==> src/rtl/ff_shift_univ.sv <==
// Universal WIDTH-bit register: load, shift, rotate, arithmetic shift, sync clear, saturating shift count.
// Optional build macro FF_SHIFT_PARITY_EN adds a registered parity output 'par'.
module ff_shift_univ #(
    parameter int unsigned      WIDTH     = 8,
    parameter logic [WIDTH-1:0] RESET_VAL = '0
) (
    input  logic                         clk,
    input  logic                         reset,
    input  logic                         en,
    input  logic                         clr,
    input  logic [2:0]                   mode,
    input  logic [WIDTH-1:0]             d,
    input  logic                         sin_l,
    input  logic                         sin_r,
    output logic [WIDTH-1:0]             q,
    output logic                         sout_l,
    output logic                         sout_r,
    output logic [$clog2(WIDTH+1)-1:0]   cnt,
    output logic                         full
`ifdef FF_SHIFT_PARITY_EN
    ,
    output logic                         par
`endif
);

    localparam int unsigned CNT_W = $clog2(WIDTH + 1);
    localparam logic [CNT_W-1:0] CNT_MAX = CNT_W'(WIDTH);

    localparam logic [2:0] MODE_HOLD = 3'b000;
    localparam logic [2:0] MODE_LOAD = 3'b001;
    localparam logic [2:0] MODE_SHL  = 3'b010;
    localparam logic [2:0] MODE_SHR  = 3'b011;
    localparam logic [2:0] MODE_ROTL = 3'b100;
    localparam logic [2:0] MODE_ROTR = 3'b101;
    localparam logic [2:0] MODE_ASHR = 3'b110;

    logic [WIDTH-1:0] q_q, q_d;
    logic [CNT_W-1:0] cnt_q, cnt_d;
    logic             shift_op;

    // Next-state: clr beats en; every shift/rotate bumps the saturating counter
    always_comb begin
        q_d      = q_q;
        cnt_d    = cnt_q;
        shift_op = 1'b0;
        if (clr) begin
            q_d   = RESET_VAL;
            cnt_d = '0;
        end else if (en) begin
            case (mode)
                MODE_LOAD: begin
                    q_d   = d;
                    cnt_d = '0;
                end
                MODE_SHL: begin
                    q_d      = {q_q[WIDTH-2:0], sin_r};
                    shift_op = 1'b1;
                end
                MODE_SHR: begin
                    q_d      = {sin_l, q_q[WIDTH-1:1]};
                    shift_op = 1'b1;
                end
                MODE_ROTL: begin
                    q_d      = {q_q[WIDTH-2:0], q_q[WIDTH-1]};
                    shift_op = 1'b1;
                end
                MODE_ROTR: begin
                    q_d      = {q_q[0], q_q[WIDTH-1:1]};
                    shift_op = 1'b1;
                end
                MODE_ASHR: begin
                    q_d      = {q_q[WIDTH-1], q_q[WIDTH-1:1]};
                    shift_op = 1'b1;
                end
                MODE_HOLD: q_d = q_q;
                default:   q_d = q_q;
            endcase
            if (shift_op && (cnt_q != CNT_MAX)) begin
                cnt_d = cnt_q + CNT_W'(1);
            end
        end
    end

    always_ff @(posedge clk or posedge reset) begin
        if (reset) begin
            q_q   <= RESET_VAL;
            cnt_q <= '0;
        end else begin
            q_q   <= q_d;
            cnt_q <= cnt_d;
        end
    end

`ifdef FF_SHIFT_PARITY_EN
    logic par_q, par_d;

    // Parity of the word being written, so par tracks ^q without a combinational XOR tree on q
    always_comb begin
        par_d = ^q_d;
    end

    always_ff @(posedge clk or posedge reset) begin
        if (reset) begin
            par_q <= ^RESET_VAL;
        end else begin
            par_q <= par_d;
        end
    end

    assign par = par_q;
`endif

    assign q      = q_q;
    assign sout_l = q_q[WIDTH-1];
    assign sout_r = q_q[0];
    assign cnt    = cnt_q;
    assign full   = (cnt_q == CNT_MAX);

endmodule

==> config.mk <==
export PLATFORM = sky130hd
export DESIGN_NAME = ff_shift_univ
export DESIGN_NICKNAME = d
export VERILOG_FILES = /design/src/rtl/ff_shift_univ.sv
export SDC_FILE = /design/constraint.sdc
export NUM_CORES = 1
export LEC_CHECK = 0
export CAP_MARGIN = 20
export CORE_ASPECT_RATIO = 0.5
export CORE_MARGIN = 4
export CORE_UTILIZATION = 30
export DETAILED_ROUTE_END_ITERATION = 7
export GPL_ROUTABILITY_DRIVEN = 0
export MAX_ROUTING_LAYER = met4
export PLACE_DENSITY = 0.62
export SYNTH_ARGS = -nofsm -noshare
export SYNTH_HDL_FRONTEND = slang
export SYNTH_SLANG_ARGS = --single-unit
export TNS_END_PERCENT = 30
==> constraint.sdc <==
create_clock -name clk -period 3.4 [get_ports clk]
set_clock_uncertainty 0.1 [all_clocks]
set_input_delay 1.02 -clock clk [delete_from_list [all_inputs] [get_ports clk]]
set_output_delay 1.02 -clock clk [all_outputs]
set_load 0.05 [all_outputs]
# --- Word level (Yosys, flattened, before mapping) ---
# Cells that the tools add are included.
totals:
  output_inout_bits: 15
  reg_bits: 12
op_classes:
  n_reduce_logical: 9
  n_addsub: 1
  eq_ne: 9
  mux: 10
ops:
  columns: ["op", "count"]
  rows:
  - ["one-hot mux 8 bit (6 select lines)", 1]
  - ["2-to-1 mux 4 bit", 4]
  - ["2-to-1 mux 8 bit", 2]
  - ["equality test 3 bit, second input constant", 3]
  - ["nonzero test 7 bit", 1]
  - ["equality test 3 x 2 -> 1 bit, second input constant", 2]
  - ["nonzero test 6 bit", 1]
  - ["OR reduction 5 bit", 1]
  - ["adder 4 x 1 -> 4 bit, second input constant", 1]
  - ["equality test 4 bit, second input constant", 1]
  - ["inequality test 4 bit, second input constant", 1]
  - ["AND reduction 2 bit", 2]
  - ["equality test 3 x 1 -> 1 bit, second input constant", 1]
  - ["2-to-1 mux 1 bit", 3]
  - ["AND reduction 3 bit", 1]
  - ["nonzero test 3 bit", 1]
  - ["inequality test 2 bit, second input constant", 1]
  - ["nonzero test 2 bit", 1]
  - ["logical AND 1 bit", 1]

# --- Longest topological paths before layout ---
# Gate-level depths: netlist of the first run.
depth:
  ltp_word: 9
  ltp_mapped: 6
  ltp_nobuf: 6

# --- Worst setup path before layout of the first run ---
# OpenSTA, ideal clock, no wires.
synth_timing:
  kind: "flip-flop to output port"
  from: "reg cnt_q[0] (netlist: cnt[0])"
  to: "out full"
  n_path_buf: 0
  slack_ns: 1.010
  arrival_ns: 1.270
  stages_incl_launch_ff: 5
  cell_sequence: "dfrtp_1 inv_1 ha_1 nand3b_1 inv_1"
synth_via:
  elab_chain_cells: 1
synth_lines:
  columns: ["element", "line", "rtl"]
  rows:
  - ["start: declaration", "38", "logic [CNT_W-1:0] cnt_q, cnt_d;"]
  - ["start signal: assignment", "90", "cnt_q <= cnt_d;"]
  - ["equality test 4 bit", "117", "assign full = (cnt_q == CNT_MAX);"]
  - ["end: declaration", "19", "output logic full"]
# Every way passes these cells.

# --- Final worst setup path of the first run ---
# Same ends and word-level chain as after synthesis.

==> results of run 1 <==
[state kept, by name (all words and copies together) (netlist names)]
signal and count:
cnt 4, q 8
[routing by layer]
metal	global-route usage	vias up
met5	-	-
met4	0.02290	0
met3	0.03544	2
met2	0.1828	18
met1	0.1434	465
li1	-	479
[worst max-delay path, stage by stage (launching register included)]
cell	delay [ps]
dfrtp_1	430
inv_1	80
ha_1	140
nand3b_1	90
inv_1	90
clkdlybuf4s50_1	800
[metrics by stage]
step,utilization,total power [mW],instances,hold WS [ps],area [um2]
global route,0.4286,0.4850,180,478.4,1329
detailed placement,0.4153,0.3330,177,431.6,1287
global placement,0.4153,0.3322,177,427.5,1287
CTS,0.4286,0.4654,180,447.5,1329
finish,0.4286,0.4602,180,451.3,1329
floorplan,-,0.2819,116,678.4,1002
[path summary, 6_finish.rpt]
path,slack (ps),cells after the start,start,to
max,400,5,cnt[0],full
min reg2reg,450,1,cnt[2],cnt[2]
max reg2reg,1990,6,cnt[0],cnt[0]
min,450,1,cnt[2],cnt[2]
min in group asynchronous,990,2,reset,q[2]
max in group asynchronous,1880,2,reset,q[1]
[where the power goes]
part           total (mW)  switching [mW]  internal, mW
Combinational       0.166           0.100        0.0655
Clock               0.130          0.0523        0.0781
Sequential          0.164          0.0110         0.153
[cells by family after synthesis]
group	Yosys count	share of synthesized area
multiplexers	2	0.02122
XOR/XNOR	2	0.01748
AND/OR/NAND/NOR	35	0.1823
buffers and inverters	23	0.1311
flip-flops	12	0.2996
AO/OA/AOI/OAI	40	0.3234
adder cells (fa/ha/maj)	2	0.02496
[layout by cell type (no fill, tap or decap)]
cell | synthesis | final
clkdlybuf4s50_1 | 0 | 31
nand2_1 | 12 | 12
dfrtp_1 | 12 | 12
inv_1 | 11 | 11
a221oi_1 | 8 | 8
o21ai_0 | 7 | 7
o211ai_1 | 6 | 6
nand3_1 | 5 | 5
a21oi_1 | 4 | 4
a221oi_2 | 4 | 4
a31oi_1 | 3 | 3
nor2_1 | 3 | 3
clkbuf_8 | 0 | 3
nor3_1 | 2 | 2
nand4_1 | 2 | 2
nand3b_1 | 2 | 2
o41ai_1 | 2 | 2
nand2b_1 | 2 | 2
nor3b_1 | 2 | 2
ha_1 | 2 | 2
buf_4 | 4 | 2
or2_4 | 1 | 1
o211ai_4 | 1 | 1
nor2_2 | 1 | 1
and3_2 | 1 | 1
mux2i_1 | 1 | 1
xnor2_1 | 1 | 1
o21a_1 | 1 | 1
xor2_1 | 1 | 1
and2_2 | 1 | 1
o31ai_1 | 1 | 1
mux2_2 | 1 | 1
o22ai_1 | 1 | 1
a21boi_0 | 1 | 1
nor2b_1 | 1 | 1
a211oi_1 | 1 | 1
[final cells by class]
| cell class | instances | area (um2) | area share |
|---|---|---|---|
| Inverter | 11 | 41.29 | 0.03107 |
| Timing Repair Buffer | 33 | 325.3 | 0.2448 |
| Multi-Input combinational cell | 81 | 570.5 | 0.4294 |
| Tap cell | 40 | 50.05 | 0.03766 |
| Clock buffer | 3 | 41.29 | 0.03107 |
| Sequential cell | 12 | 300.3 | 0.2260 |
==> run metrics, run 1 <==
TNS Setup 0 ps; Leak 0.5194 nW; post-synth top area share 0.2996; DPL Wire Length 1867 um; Netlist Area Pre-Place 1002 um2; ys async rst share 1.000; Max clock buf depth 2; hold_buf cts 0; Post-Syn Instances 116; CTS Root Cell clkbuf_8; clk sinks 12; Placement Setup Slack 374.9 ps; met2 wire len ~1200 um; total of max-cap violations 0; shortest period the worst path allows 2997 ps; worst slew pin tran around 570 ps; Layout fillers 307; synthesized net count 135; I/O pin cnt 32; initial DRC count 40; Slew Viols, Final 0; post-route setup slack 402.9 ps; largest net degree at the start of global routing 15; Wirelength per Cell approximately 14 um; Yosys cell types 38; CTS resizes 0; Top Metal Used met4; number of global-route vias before repair 881; CTS tree done; FMAX 333.7 MHz; post-synthesis sequential area ratio 0.2996; maximum vdd ir drop 132.0 uV; CTS clk-pin slew, worst paths 50 ps; Critical Path RT 2280 ps; Vias 964; CP max FO 6; Final Hold Violating Endpoints 0; remaining antenna violation count 0; Setup crit start kind flop; largest cells by area after synthesis dfrtp_1 (30%), a221oi_1 (7.0%), a221oi_2 (6.0%); row count 14; Num CTS Buffers 3; RSZ-0062 raised after global routing false; ys flop type dfrtp_1; Syn Area/Cell 8.640 um2; post-synth top area cell dfrtp_1; nets 161; Rel. slew slack 0.6203; Die Width approximately 90 um; top post-synthesis cells by count dfrtp_1 (12), nand2_1 (12), inv_1 (11); clk_lat worst skew 240 ps; CP Class flop to output port; Area Overhead vs Synth 32.58%; core area 3100 um2; YS warnings 0; grt ovf 0; Pwr Density 346.3 nW/um2; CP endpoint kind output port; Tightest Hold Check Type flop to flop; layout cells sized above 1 0.1071; Die Ht 48.87 um; Total GRT Usage 0.1141; port bufs 31; metal3 WL between 90 and 100 um; WL final 2464 um; initial antenna violation count 0; Initial Util 0.3232; number of synthesized flops with an enable pin 0; setup repair bufs after CTS 0; WL met1 1172 um; FF+latch count, synth 12; CP arrival 1880 ps; first-pass GRT wire length 4071 um; status complete, no violations; via/cell ratio approximately 5.4; endpoints failing setup 0; Final Cycle Share 0.8815; Clock H-tree levels 1; detailed-router iteration count before antenna repair 4; die area 4386 um2; Antenna Cells 0; DRC errors left 0
Power figures use the tool's default switching activity.
==> run 2: changes to the inputs <==
--- a/config.mk
+++ b/config.mk
@@ -12,7 +12,7 @@
 export DETAILED_ROUTE_END_ITERATION = 7
 export GPL_ROUTABILITY_DRIVEN = 0
 export MAX_ROUTING_LAYER = met4
-export PLACE_DENSITY = 0.62
+export PLACE_DENSITY = 0.58
 export SYNTH_ARGS = -nofsm -noshare
 export SYNTH_HDL_FRONTEND = slang
 export SYNTH_SLANG_ARGS = --single-unit
==> run metrics, run 2 (synthesis gave the netlist of run 1 again) <==
clk sinks 12; Total GRT Usage 0.1241; Tightest Hold Check Type flop to flop; CP arrival 1890 ps; largest net degree at the start of global routing 17; Final Hold Violating Endpoints 0; Pwr Density 347.0 nW/um2; CTS tree done; met3 Usage GRT 0.04622; Setup crit start kind flop; remaining antenna violation count 0; CTS resizes 0; core area between 3000 and 4000 um2; Num CTS Buffers 3; Initial Util 0.3232; Area Overhead vs Synth 32.58%; CP Class flop to output port; hold_buf cts 0; layout cells sized above 1 0.1071; commonest cells after routing, fill and taps aside clkdlybuf4s50_1 (31), nand2_1 (12), dfrtp_1 (12), inv_1 (11), a221oi_1 (8); Wirelength per Cell 14.47 um; DRC errors left 0; Clock H-tree levels 1; Placement Setup Slack 343.3 ps; Antenna Cells 0; RSZ-0062 raised after global routing false; clk_lat worst skew approximately 240 ps; die area 4386 um2; CP max FO 6; Critical Path RT 2280 ps; Layout Utilization 0.4286; grt ovf 0; Rel. slew slack 0.5932; TNS Setup 0 ps; FMAX 331.9 MHz; post-route setup slack ~390 ps; nets 161; endpoints failing setup 0; worst slew pin tran 608.3 ps; setup repair bufs after CTS 0; via/cell ratio 5.417; shortest period the worst path allows 3013 ps; maximum vdd ir drop 123.2 uV; I/O pin cnt 32; Die Width 89.74 um; number of global-route vias before repair roughly 870; Placed Area 1287 um2; Vias slightly below 1000; most used routing layer met2; Max clock buf depth 2; row count 14; design area 1329 um2; detailed-router iteration count before antenna repair 4; first-pass GRT wire length ~4300 um; CTS Root Cell clkbuf_8; initial antenna violation count 0; met1 Use GR 0.1640; Leak 0.5194 nW; leading cell type in the layout, fill and taps excluded clkdlybuf4s50_1; Final Cycle Share 0.8862; Slew Viols, Final 0; CTS clk-pin slew, worst paths roughly 50 ps; hold slack 444.2 ps; met2 global-route usage 0.1816; WL final 2604 um; total of max-cap violations 0; Largest register FFs 8; Die Ht 48.87 um; DPL Wire Length approximately 1900 um; status complete, no violations; port bufs 31; CP endpoint kind output port; initial DRC count 52
## run 2: final timing paths
kind	start	end	slack, ps	cells after the start
worst max-delay path	cnt[0]	full	390	5
worst min-delay path	cnt[2]	cnt[2]	440	1
worst max register to register	cnt[0]	cnt[0]	1970	6
worst min register to register	cnt[2]	cnt[2]	440	1
max in group asynchronous	reset	q[0]	1850	2
min in group asynchronous	reset	q[2]	1010	2
## run 2: critical path, stage by stage, from the launching register on
cell and delay, ps:
dfrtp_1 430, inv_1 80, ha_1 150, nand3b_1 90, inv_1 100, clkdlybuf4s50_1 810
## run 2: cell type report
type	count	area (um2)
fillers	331	1772
repair buffers	33	325.3
multi-input cells	81	570.5
clock buffers	3	41.29
well taps	40	50.05
flip-flops and latches	12	300.3
inverters	11	41.29
## run 2: per-layer routing
metal / wire length, um / share of wire
met5: 0 / 0
met4: 23 / 0.0088
met3: 126 / 0.048
met2: 1145 / 0.44
met1: 1309 / 0.50
## run 2: power breakdown
group / total, mW / internal, mW / switching, mW
registers: 0.165 / 0.153 / 0.0118
clock network: 0.130 / 0.0780 / 0.0518
logic: 0.167 / 0.0656 / 0.101
total: 0.461 / 0.296 / 0.165
## run 2: metrics by stage
stage | std cells | power, mW
after floorplan | 116 | 0.2819
after global placement | 177 | 0.3333
after detailed placement | 177 | 0.3345
after CTS | 180 | 0.4656
after global routing | 180 | 0.4893
final | 180 | 0.4610
